==> src/rtl/csr_commit_pkg.sv <==
// Shared encodings for the CSR commit controller: instruction ops, FSM states, ecodes.
package csr_commit_pkg;

  typedef enum logic [2:0] {
    OP_NOP     = 3'd0,
    OP_CSRRD   = 3'd1,
    OP_CSRWR   = 3'd2,
    OP_CSRXCHG = 3'd3,
    OP_ERTN    = 3'd4
  } op_e;

  typedef enum logic [1:0] {
    ST_IDLE = 2'd0,
    ST_EXEC = 2'd1,
    ST_RESP = 2'd2
  } state_e;

  localparam logic [5:0] ECODE_INT_DEF = 6'h00;

  function automatic logic op_is_csr(input logic [2:0] op);
    return (op == OP_CSRRD) || (op == OP_CSRWR) || (op == OP_CSRXCHG);
  endfunction

  function automatic logic op_writes_csr(input logic [2:0] op);
    return (op == OP_CSRWR) || (op == OP_CSRXCHG);
  endfunction

endpackage

==> src/rtl/csr_commit_perf.sv <==
// Exception / interrupt commit counters; 32-bit, free-running with natural wrap.
module csr_commit_perf (
  input  logic        clk_i,
  input  logic        rst_i,
  input  logic        ex_commit_i,
  input  logic        int_commit_i,
  output logic [31:0] ex_cnt_o,
  output logic [31:0] int_cnt_o
);

  logic [31:0] ex_cnt_q, int_cnt_q;

  always_ff @(posedge clk_i or posedge rst_i) begin
    if (rst_i) begin
      ex_cnt_q  <= '0;
      int_cnt_q <= '0;
    end else begin
      if (ex_commit_i)  ex_cnt_q  <= ex_cnt_q + 32'd1;
      if (int_commit_i) int_cnt_q <= int_cnt_q + 32'd1;
    end
  end

  assign ex_cnt_o  = ex_cnt_q;
  assign int_cnt_o = int_cnt_q;

endmodule

==> src/rtl/csr_commit_ctrl.sv <==
// Writeback-side CSR commit controller: serialises CSR ops, ERTN and exceptions.
// Define CSR_COMMIT_PERF_EN to build the exception/interrupt performance counters.
module csr_commit_ctrl
  import csr_commit_pkg::*;
#(
  parameter int          DATA_W    = 32,
  parameter int          CSRN_W    = 14,
  parameter logic [5:0]  ECODE_INT = ECODE_INT_DEF
) (
  input  logic              clk,
  input  logic              reset,
  input  logic              in_valid,
  output logic              in_ready,
  input  logic [DATA_W-1:0] in_pc,
  input  logic [2:0]        in_op,
  input  logic [CSRN_W-1:0] in_csr_num,
  input  logic [DATA_W-1:0] in_rj_val,
  input  logic [DATA_W-1:0] in_rd_val,
  input  logic [4:0]        in_rd,
  input  logic              in_ex,
  input  logic [5:0]        in_ecode,
  input  logic [8:0]        in_esubcode,
  input  logic [DATA_W-1:0] in_vaddr,
  output logic              csr_re,
  output logic [CSRN_W-1:0] csr_num,
  output logic              csr_we,
  output logic [DATA_W-1:0] csr_wmask,
  output logic [DATA_W-1:0] csr_wvalue,
  input  logic [DATA_W-1:0] csr_rvalue,
  input  logic              has_int,
  input  logic [DATA_W-1:0] ex_entry,
  input  logic [DATA_W-1:0] era,
  output logic              wb_ex,
  output logic [DATA_W-1:0] wb_pc,
  output logic [DATA_W-1:0] wb_vaddr,
  output logic [5:0]        wb_ecode,
  output logic [8:0]        wb_esubcode,
  output logic              ertn_flush,
  output logic              rf_we,
  output logic [4:0]        rf_waddr,
  output logic [DATA_W-1:0] rf_wdata,
  output logic              flush,
  output logic [DATA_W-1:0] flush_pc,
  output logic [31:0]       perf_ex_cnt,
  output logic [31:0]       perf_int_cnt
);

  state_e state_q, state_d;

  logic              accept;
  logic [DATA_W-1:0] pc_q, rj_q, rdv_q, vaddr_q;
  logic [2:0]        op_q;
  logic [CSRN_W-1:0] num_q;
  logic [4:0]        rd_q;
  logic              ex_q, int_q;
  logic [5:0]        ecode_q;
  logic [8:0]        esub_q;

  logic              exec, trap, take_ertn, take_csr, csr_wr;

  logic              rf_we_q, flush_q;
  logic [4:0]        rf_waddr_q;
  logic [DATA_W-1:0] rf_wdata_q, flush_pc_q;

  assign accept = in_valid && in_ready;

  // FSM: state register
  always_ff @(posedge clk or posedge reset) begin
    if (reset) state_q <= ST_IDLE;
    else       state_q <= state_d;
  end

  // FSM: next state
  always_comb begin
    state_d = state_q;
    case (state_q)
      ST_IDLE: if (in_valid) state_d = ST_EXEC;
      ST_EXEC: state_d = ST_RESP;
      ST_RESP: state_d = ST_IDLE;
      default: state_d = ST_IDLE;
    endcase
  end

  // Instruction capture; the pending interrupt is sampled together with the fields.
  always_ff @(posedge clk or posedge reset) begin
    if (reset) begin
      pc_q    <= '0;
      op_q    <= '0;
      num_q   <= '0;
      rj_q    <= '0;
      rdv_q   <= '0;
      rd_q    <= '0;
      ex_q    <= 1'b0;
      int_q   <= 1'b0;
      ecode_q <= '0;
      esub_q  <= '0;
      vaddr_q <= '0;
    end else if (accept) begin
      pc_q    <= in_pc;
      op_q    <= in_op;
      num_q   <= in_csr_num;
      rj_q    <= in_rj_val;
      rdv_q   <= in_rd_val;
      rd_q    <= in_rd;
      ex_q    <= in_ex;
      int_q   <= has_int;
      ecode_q <= in_ecode;
      esub_q  <= in_esubcode;
      vaddr_q <= in_vaddr;
    end
  end

  // Classification: interrupt > exception > ERTN > CSR op
  assign exec      = (state_q == ST_EXEC);
  assign trap      = int_q || ex_q;
  assign take_ertn = !trap && (op_q == OP_ERTN);
  assign take_csr  = !trap && op_is_csr(op_q);
  assign csr_wr    = take_csr && op_writes_csr(op_q);

  // FSM: outputs
  always_comb begin
    in_ready    = (state_q == ST_IDLE);
    csr_re      = exec && take_csr;
    csr_we      = exec && csr_wr;
    csr_wmask   = '0;
    csr_wvalue  = '0;
    if (csr_we) begin
      csr_wmask  = (op_q == OP_CSRWR) ? '1 : rj_q;
      csr_wvalue = rdv_q;
    end
    wb_ex       = exec && trap;
    ertn_flush  = exec && take_ertn;
    wb_ecode    = int_q ? ECODE_INT : ecode_q;
    wb_esubcode = int_q ? 9'd0 : esub_q;
    wb_pc       = pc_q;
    wb_vaddr    = vaddr_q;
  end

  assign csr_num = num_q;

  // EXEC -> RESP boundary: old CSR value and redirect target captured here
  always_ff @(posedge clk or posedge reset) begin
    if (reset) begin
      rf_we_q    <= 1'b0;
      flush_q    <= 1'b0;
      rf_waddr_q <= '0;
      rf_wdata_q <= '0;
      flush_pc_q <= '0;
    end else begin
      rf_we_q <= exec && take_csr && (rd_q != 5'd0);
      flush_q <= exec && (trap || take_ertn || csr_wr);
      if (exec) begin
        rf_waddr_q <= rd_q;
        rf_wdata_q <= csr_rvalue;
        flush_pc_q <= trap ? ex_entry : (take_ertn ? era : pc_q + DATA_W'(4));
      end
    end
  end

  assign rf_we    = rf_we_q;
  assign rf_waddr = rf_waddr_q;
  assign rf_wdata = rf_wdata_q;
  assign flush    = flush_q;
  assign flush_pc = flush_pc_q;

`ifdef CSR_COMMIT_PERF_EN
  csr_commit_perf u_perf (
    .clk_i        (clk),
    .rst_i        (reset),
    .ex_commit_i  (wb_ex),
    .int_commit_i (exec && int_q),
    .ex_cnt_o     (perf_ex_cnt),
    .int_cnt_o    (perf_int_cnt)
  );
`else
  assign perf_ex_cnt  = 32'd0;
  assign perf_int_cnt = 32'd0;
`endif

endmodule

==> config.mk <==
export PLATFORM = sky130hd
export DESIGN_NAME = csr_commit_ctrl
export DESIGN_NICKNAME = d
export VERILOG_FILES = /design/src/rtl/csr_commit_pkg.sv /design/src/rtl/csr_commit_perf.sv /design/src/rtl/csr_commit_ctrl.sv
export SDC_FILE = /design/constraint.sdc
export NUM_CORES = 1
export LEC_CHECK = 0
export BUFFER_PORTS_ARGS = -buffer_cell sky130_fd_sc_hd__buf_2
export CAP_MARGIN = 40
export CORE_AREA = 2 2 220 222
export CTS_CLUSTER_SIZE = 16
export DETAILED_ROUTE_END_ITERATION = 10
export DIE_AREA = 0 0 222 224
export PLACE_DENSITY = 0.54
export SETUP_SLACK_MARGIN = 0.5
export SYNTH_ARGS = -nofsm -noshare
export SYNTH_HDL_FRONTEND = slang
export SYNTH_HIERARCHICAL = 1
export SYNTH_SLANG_ARGS = --single-unit
==> constraint.sdc <==
create_clock -name clk -period 9.93 [get_ports clk]
set_input_delay 2.4825 -clock clk [delete_from_list [all_inputs] [get_ports clk]]
set_output_delay 2.4825 -clock clk [all_outputs]
set_load 0.02 [all_outputs]
* After elaboration in Yosys (flattened, before gate mapping)
Index checks and enable logic that the tools add are counted.
Word-level totals: input bits 266, register bits after elaboration 240, logic and storage cells 52, output and inout port bits 297
Cells by class: mux-type cells 9, equality and inequality tests 6, reduce and logical (&&, ||, !) cells 19, add/subtract/negate cells 1
Operator list (number):
- 32-bit 2-to-1 mux | 5
- 32-bit by 3-bit adder with 32-bit output (second input constant) | 1
- 1-bit logical AND | 10
- 9-bit 2-to-1 mux | 1
- 3-bit by 2-bit equality test with 1-bit output (second input constant) | 2
- 1-bit logical OR | 6
- 6-bit 2-to-1 mux | 1
- 5-bit nonzero test | 1
- 2-bit case mux with 2 select lines | 1
- 3-bit by 1-bit equality test with 1-bit output (second input constant) | 1
- 3-bit equality test (second input constant) | 1
- 2-bit by 1-bit equality test with 1-bit output (second input constant) | 1
- 2-bit zero test | 1
- 2-bit 2-to-1 mux | 1
- 2-bit != test (second input constant) | 1
- 1-bit zero test | 1

* Depth between registers and ports, before layout
Gate-level depths: netlist of run 1.
word-level depth 7, depth in mapped cells 8, depth with buffers taken out 5

* Least setup slack after synthesis of run 1
Ideal clock, no wire load.
path kind flip-flop to output port, start point register ex_q, end point output csr_wvalue[22], setup slack 5.553 ns, data required time 7.448 ns, arrival 1.894 ns, buffers on the path 3, stages on the path, launching flop included 8, path through dfrtp_1 or2_1 clkbuf_1 or3_1 clkbuf_1 inv_2 clkbuf_1 and2_1
Between the ends: word-level cells in the longest chain between the ends 6
RTL lines:
- start, declared | RTL line csr_commit_ctrl.sv:55 | logic ex_q, int_q;
- start signal, assigned | RTL line csr_commit_ctrl.sv:105 | ex_q <= in_ex;
- 1-bit logical OR | RTL line csr_commit_ctrl.sv:115 | assign trap = int_q || ex_q;
- 1-bit zero test | RTL line csr_commit_ctrl.sv:117 | assign take_csr = !trap && op_is_csr(op_q);
- 1-bit logical AND | RTL line csr_commit_ctrl.sv:117
- 1-bit logical AND | RTL line csr_commit_ctrl.sv:118 | assign csr_wr = take_csr && op_writes_csr(op_q);
- 1-bit logical AND | RTL line csr_commit_ctrl.sv:124 | csr_we = exec && csr_wr;
- net csr_we | RTL line csr_commit_ctrl.sv:26 | output logic csr_we,
- 32-bit 2-to-1 mux | RTL line csr_commit_ctrl.sv:127 | if (csr_we) begin
- end, declared | RTL line csr_commit_ctrl.sv:28 | output logic [DATA_W-1:0] csr_wvalue,
The timed path passes the listed nets, and every way through them passes these cells.

* Worst setup path in the final report of run 1
start point register int_q, end point output csr_wvalue[31]
Between the ends: word-level cells in the longest chain between the ends 6
RTL lines:
- start, declared | RTL line csr_commit_ctrl.sv:55
- start signal, assigned | RTL line csr_commit_ctrl.sv:106 | int_q <= has_int;
- 1-bit logical OR | RTL line csr_commit_ctrl.sv:115
- 1-bit zero test | RTL line csr_commit_ctrl.sv:117
- 1-bit logical AND | RTL line csr_commit_ctrl.sv:117
- 1-bit logical AND | RTL line csr_commit_ctrl.sv:118
- 1-bit logical AND | RTL line csr_commit_ctrl.sv:124
- 32-bit 2-to-1 mux | RTL line csr_commit_ctrl.sv:127
Every way passes these cells.

==> metrics, run 1 <==
status finished, final reports clean; largest net degree at the start of global routing 106; Post-CTS Resized 0; fin. max-slew vios 0; Clock Tree Buf Depth 3; die extent in y 224 µm; Cell Area, Synth 0.0112 mm²; residual DRC count 0; CTS tree built; minimum clock period after layout 5580 ps; antenna-violating nets left 0; synth-to-layout area growth 34.4%; Setup Skew 16.7 ps; Reg-to-Reg Start state_q[0]; area leader, netlist dfrtp_1; Worst Setup SP int_q; Slew headroom 0.426; Worst-Skew Late Latency 580 ps; critical path class flop to output pin; CTS buffer count 29; Max Fanout on Critical Path 33; P_leak 0.00746 µW; most common cell in the netlist dfrtp_1; Hold Path Cell Cnt 2; Post-synth top flop dfrtp_1; vias 9733; CP Capture Type output pin; Yosys reg bits 240; sequential fraction of the synthesis area 0.535; vias per cell 4.48; Total GRT Usage 0.151; async set or reset register ratio after synthesis 1.00; Synth top area share 0.535; Post-synth EDFFs 0; Core Area 0.0473 mm²; hold crit path type flop to flop; clk slew on worst S/H paths 60 ps; Syn. warnings 6; Routed WL 38.9 mm; # IOs 563; Starting Density 0.237; worst r2r dst wb_vaddr[12]; hold_sp rf_wdata[22]; Post-Synthesis Cells 1065; initial antenna violation count 6; Final nets 1807; count of final hold-check violations 0; number of max-cap violations 0; first-pass GRT wire length 58.2 mm; GRT overflow 0; Post-CTS Setup Inserts 0; port bufs 498; clock sinks 240; FILL cells 4898; number of library cell types mapped by synthesis 58; DR iter-0 viols 535; R2R depth 4; power density cells 243 mW/mm²; Synth area leaders dfrtp_1, mux2_2, nand2_1; worst hold endpoint rf_wdata[22]; worst path arrival time 3090 ps; vias in the first global route 9588; WP data required 7450 ps; synthesized area per cell 10.5 µm²; RD Place Congestion 0.788; DP HPWL 28.7 mm; Row Count 80; Die Area 0.0497 mm²; setup TNS 0 ps; router iterations before antenna repair 4; critical path startpoint category flop; Peak VDD IR 0.147 mV; final setup fails 0; commonest cells in the netlist dfrtp_1, nand2_1, mux2_2; layout cell share with drive strength beyond 1 0.452; Reg2Reg Setup Slack 7210 ps; worst-margin pin slew 848 ps; RSZ-0062 raised after global routing false; Routed wire per std cell 17.9 µm; H-tree Lvls 1; Die W 222 µm; CTS root buf clkbuf_16; Tcrit/Tclk final 0.562; CTS Hold Buffers Added 0; Achievable Freq 179 MHz; Fin Hold WS 465 ps
==> per-stage QoR <==
stage	instance area [µm²]	utilization	setup slack, ps	std cells	total power, µW
floorplan	11500	-	859	1128	2200
global placement	14100	0.298	5030	2121	2650
detailed placement	14200	0.300	4950	2124	2670
CTS	15100	0.319	4320	2172	3720
global route	15100	0.319	4130	2172	3880
finish	15100	0.319	4350	2173	3670
==> how the worst max path moves through the flow <==
stage	to	slack, ps	cells past startpoint
4_1_cts	csr_wvalue[31]	4320	7
2_1_floorplan	csr_num[0]	860	1
5_1_grt	csr_wvalue[18]	4130	7
6_report	csr_wvalue[31]	4350	7
3_5_place_dp	csr_wvalue[10]	4950	7
3_3_place_gp	csr_wvalue[30]	5030	7
==> cells in the final DEF (no fill, tap or decap), types with 9 or more instances in the layout <==
| cell | count |
|---|---|
| inv_1 | 39 |
| or4_1 | 15 |
| mux2_2 | 129 |
| nor3_1 | 17 |
| dfrtp_1 | 240 |
| nor2_1 | 25 |
| buf_2 | 498 |
| clkbuf_8 | 9 |
| a221oi_1 | 14 |
| conb_1 | 64 |
| a21oi_1 | 35 |
| clkbuf_16 | 29 |
| nand2_1 | 183 |
| o31ai_1 | 13 |
| nor2b_1 | 15 |
| buf_4 | 15 |
| o21ai_0 | 51 |
| and2_1 | 32 |
==> cell families after synthesis <==
| logic type | count (synthesis) | share of synthesized area |
|---|---|---|
| buffers and inverters | 177 | 0.0822 |
| multiplexers | 134 | 0.134 |
| XOR/XNOR | 5 | 0.00390 |
| flip-flops | 240 | 0.535 |
| AND/OR/NAND/NOR | 324 | 0.137 |
| other | 1 | 0.000334 |
| adder cells (fa/ha/maj) | 1 | 0.00111 |
| AO/OA/AOI/OAI | 183 | 0.106 |
==> sequential cells by signal (all words and copies together) (netlist names), 2 cells and up <==
| register | count |
|---|---|
| wb_pc | 32 |
| rf_waddr | 5 |
| flush_pc | 32 |
| rf_wdata | 32 |
| esub_q | 9 |
| csr_num | 14 |
| rdv_q | 32 |
| rj_q | 32 |
| wb_vaddr | 32 |
| rd_q | 5 |
| ecode_q | 6 |
| state_q | 2 |
| op_q | 3 |
==> layer usage <==
layer / wire [µm] / track usage / vias to the layer above
met4: 1200 / 0.0464 / 8
met5: 48 / 0 / -
li1: - / - / 4498
met1: 15800 / 0.186 / 4690
met3: 3490 / 0.0501 / 59
met2: 18400 / 0.250 / 478
==> power by group <==
part | leakage [µW] | switching (µW) | internal (µW)
logic | 0.00413 | 736 | 449
clock network | 0.000449 | 424 | 600
registers | 0.00288 | 202 | 1260
total | 0.00746 | 1360 | 2310
==> final cells by class <==
cell class	count	area [µm²]	area share
sequential	240	6010	0.398
multi-input combinational	711	4560	0.302
timing repair buffer	516	2690	0.178
clock buffer	45	876	0.0580
tap	615	769	0.0510
inverter	42	165	0.0109
clock inverter	3	33.8	0.00224
antenna	1	2.50	0.000166
==> worst max-delay path, stage by stage (launching register included) <==
cell,delay (ps)
dfrtp_1,610
or2_1,320
buf_4,230
or3_1,330
buf_4,250
inv_2,390
and2_1,200
buf_2,160
Note: power is estimated with default switching activity, not from simulation.
==> run 2, diff against run 1 <==
==> constraint.sdc (replaced) <==
create_clock -name clk -period 5.3 [get_ports clk]
set_input_delay 1.325 -clock clk [delete_from_list [all_inputs] [get_ports clk]]
set_output_delay 1.325 -clock clk [all_outputs]
set_load 0.02 [all_outputs]
==> run 2 against run 1 <==
Clock power increased by 92%. Worst hold slack improved by 0.84 ps. Global-route usage about the same. Final area increased by 0.21%. Sequential power increased by 88%. Critical path depth decreased by 2. Register-to-register slack got worse by 4300 ps. Sequential share of layout area decreased by 0.082 points. Total power increased by 89%. Flip-flop and latch count unchanged. Largest cell class unchanged.
==> metrics, run 2 (synthesized netlist as in run 1, its figures left out) <==
number of max-cap violations 0; router iterations before antenna repair 5; final setup fails 0; CP Capture Type output pin; Row Count 80; GRT met2 Usage 0.248; Die W 222 µm; first-pass GRT wire length 58.7 mm; post-route worst setup slack 1140 ps; max incr delay on CP 590 ps; antenna-violating nets left 0; Clock Tree Buf Depth 3; Worst path slowest cell dfrtp_1; Post-CTS Resized 0; port bufs 498; Die Area 0.0497 mm²; setup TNS 0 ps; worst path arrival time 2830 ps; hold crit path type flop to flop; critical path startpoint category flop; Power Total 6920 µW; Top Usage Layer GRT met2; RD Place Congestion 0.813; CTS Hold Buffers Added 0; critical path class flop to output pin; count of final hold-check violations 0; Total GRT Usage 0.151; layout cell share with drive strength beyond 1 0.454; Achievable Freq 240 MHz; Max Fanout on Critical Path 32; Starting Density 0.237; H-tree Lvls 1; status finished, final reports clean; DP Cell Count 2123; Final nets 1806; largest net degree at the start of global routing 95; residual DRC count 0; fin. max-slew vios 0; Tcrit/Tclk final 0.785; minimum clock period after layout 4160 ps; GRT overflow 0; CTS buffer count 29; GRT met1 Usage 0.193; Post-CTS Setup Inserts 0; Peak VDD IR 0.226 mV; clock sinks 240; commonest non-fill, non-tap cell in the layout buf_2; WP data required 3970 ps; synth-to-layout area growth 34.7%; met3 Use GR 0.0405; DR iter-0 viols 538; worst-path cell chain nor2_2 -> buf_4 -> nand2_1 -> nor3_1 -> buf_2; worst-margin pin slew 771 ps; RSZ-0062 raised after global routing false; Setup Skew 12.8 ps; pre-CTS WS 1560 ps; vias 9774; vias per cell 4.49; CTS tree built; Routed WL 38.8 mm; clk slew on worst S/H paths 60 ps; most frequent cells in the layout buf_2, dfrtp_1, nand2_1; die extent in y 224 µm; initial antenna violation count 10; Routed wire per std cell 17.8 µm; Slew headroom 0.478; vias in the first global route 9742; final cell count without fillers 2178; P_leak 0.00747 µW; DP HPWL 29.3 mm; power density cells 457 mW/mm²; Worst-Skew Late Latency 560 ps; CTS root buf clkbuf_16; # IOs 563; Core Area 0.0473 mm²
run 2: cell types whose count changed in the layout (fill, tap and decap cells not counted), moves of 3 or more:
cell and delta:
buf_12 +6, buf_16 -3, buf_4 -4, clkinv_2 +6
run 2: stage by stage:
step	utilization	instance area, µm²	hold slack, ps
after floorplan	-	11500	448
after global placement	0.299	14200	453
after detailed placement	0.300	14200	458
after CTS	0.319	15100	472
after global routing	0.319	15100	489
final	0.320	15100	466
run 2: layout make-up:
cell class / count / area (µm²)
fill: 4920 / 32200
sequential: 240 / 6010
multi-input combinational: 711 / 4560
timing repair buffer: 515 / 2700
clock buffer: 41 / 841
tap: 615 / 769
inverter: 42 / 161
clock inverter: 11 / 91.3
antenna: 3 / 7.51
run 2: per-layer routing:
| metal | wire, µm | up-vias |
|---|---|---|
| li1 | - | 4508 |
| met1 | 16200 | 4687 |
| met2 | 18200 | 495 |
| met3 | 3310 | 76 |
| met4 | 1050 | 8 |
| met5 | 48 | - |
run 2: worst paths after layout:
kind	startpoint	end	slack [ps]	cells after the start
min in group asynchronous	reset	wb_vaddr[10]	630	2
worst min register to register	rf_wdata[10]	rf_wdata[10]	470	2
max in group asynchronous	reset	flush_pc[22]	3720	4
worst min-delay path	rf_wdata[10]	rf_wdata[10]	470	2
worst max register to register	int_q	flush_pc[8]	2890	5
worst max-delay path	int_q	csr_re	1140	5
run 2: report_power, final:
group	internal, µW	switching (µW)
sequential	2350	387
combinational	843	1380
clock	1150	808
run 2: worst max-delay path: cells and delay by family (launching register included):
family | cells | cell delay, ps
buffers and inverters | 2 | 700
flip-flops | 1 | 590
AND/OR/NAND/NOR | 3 | 980
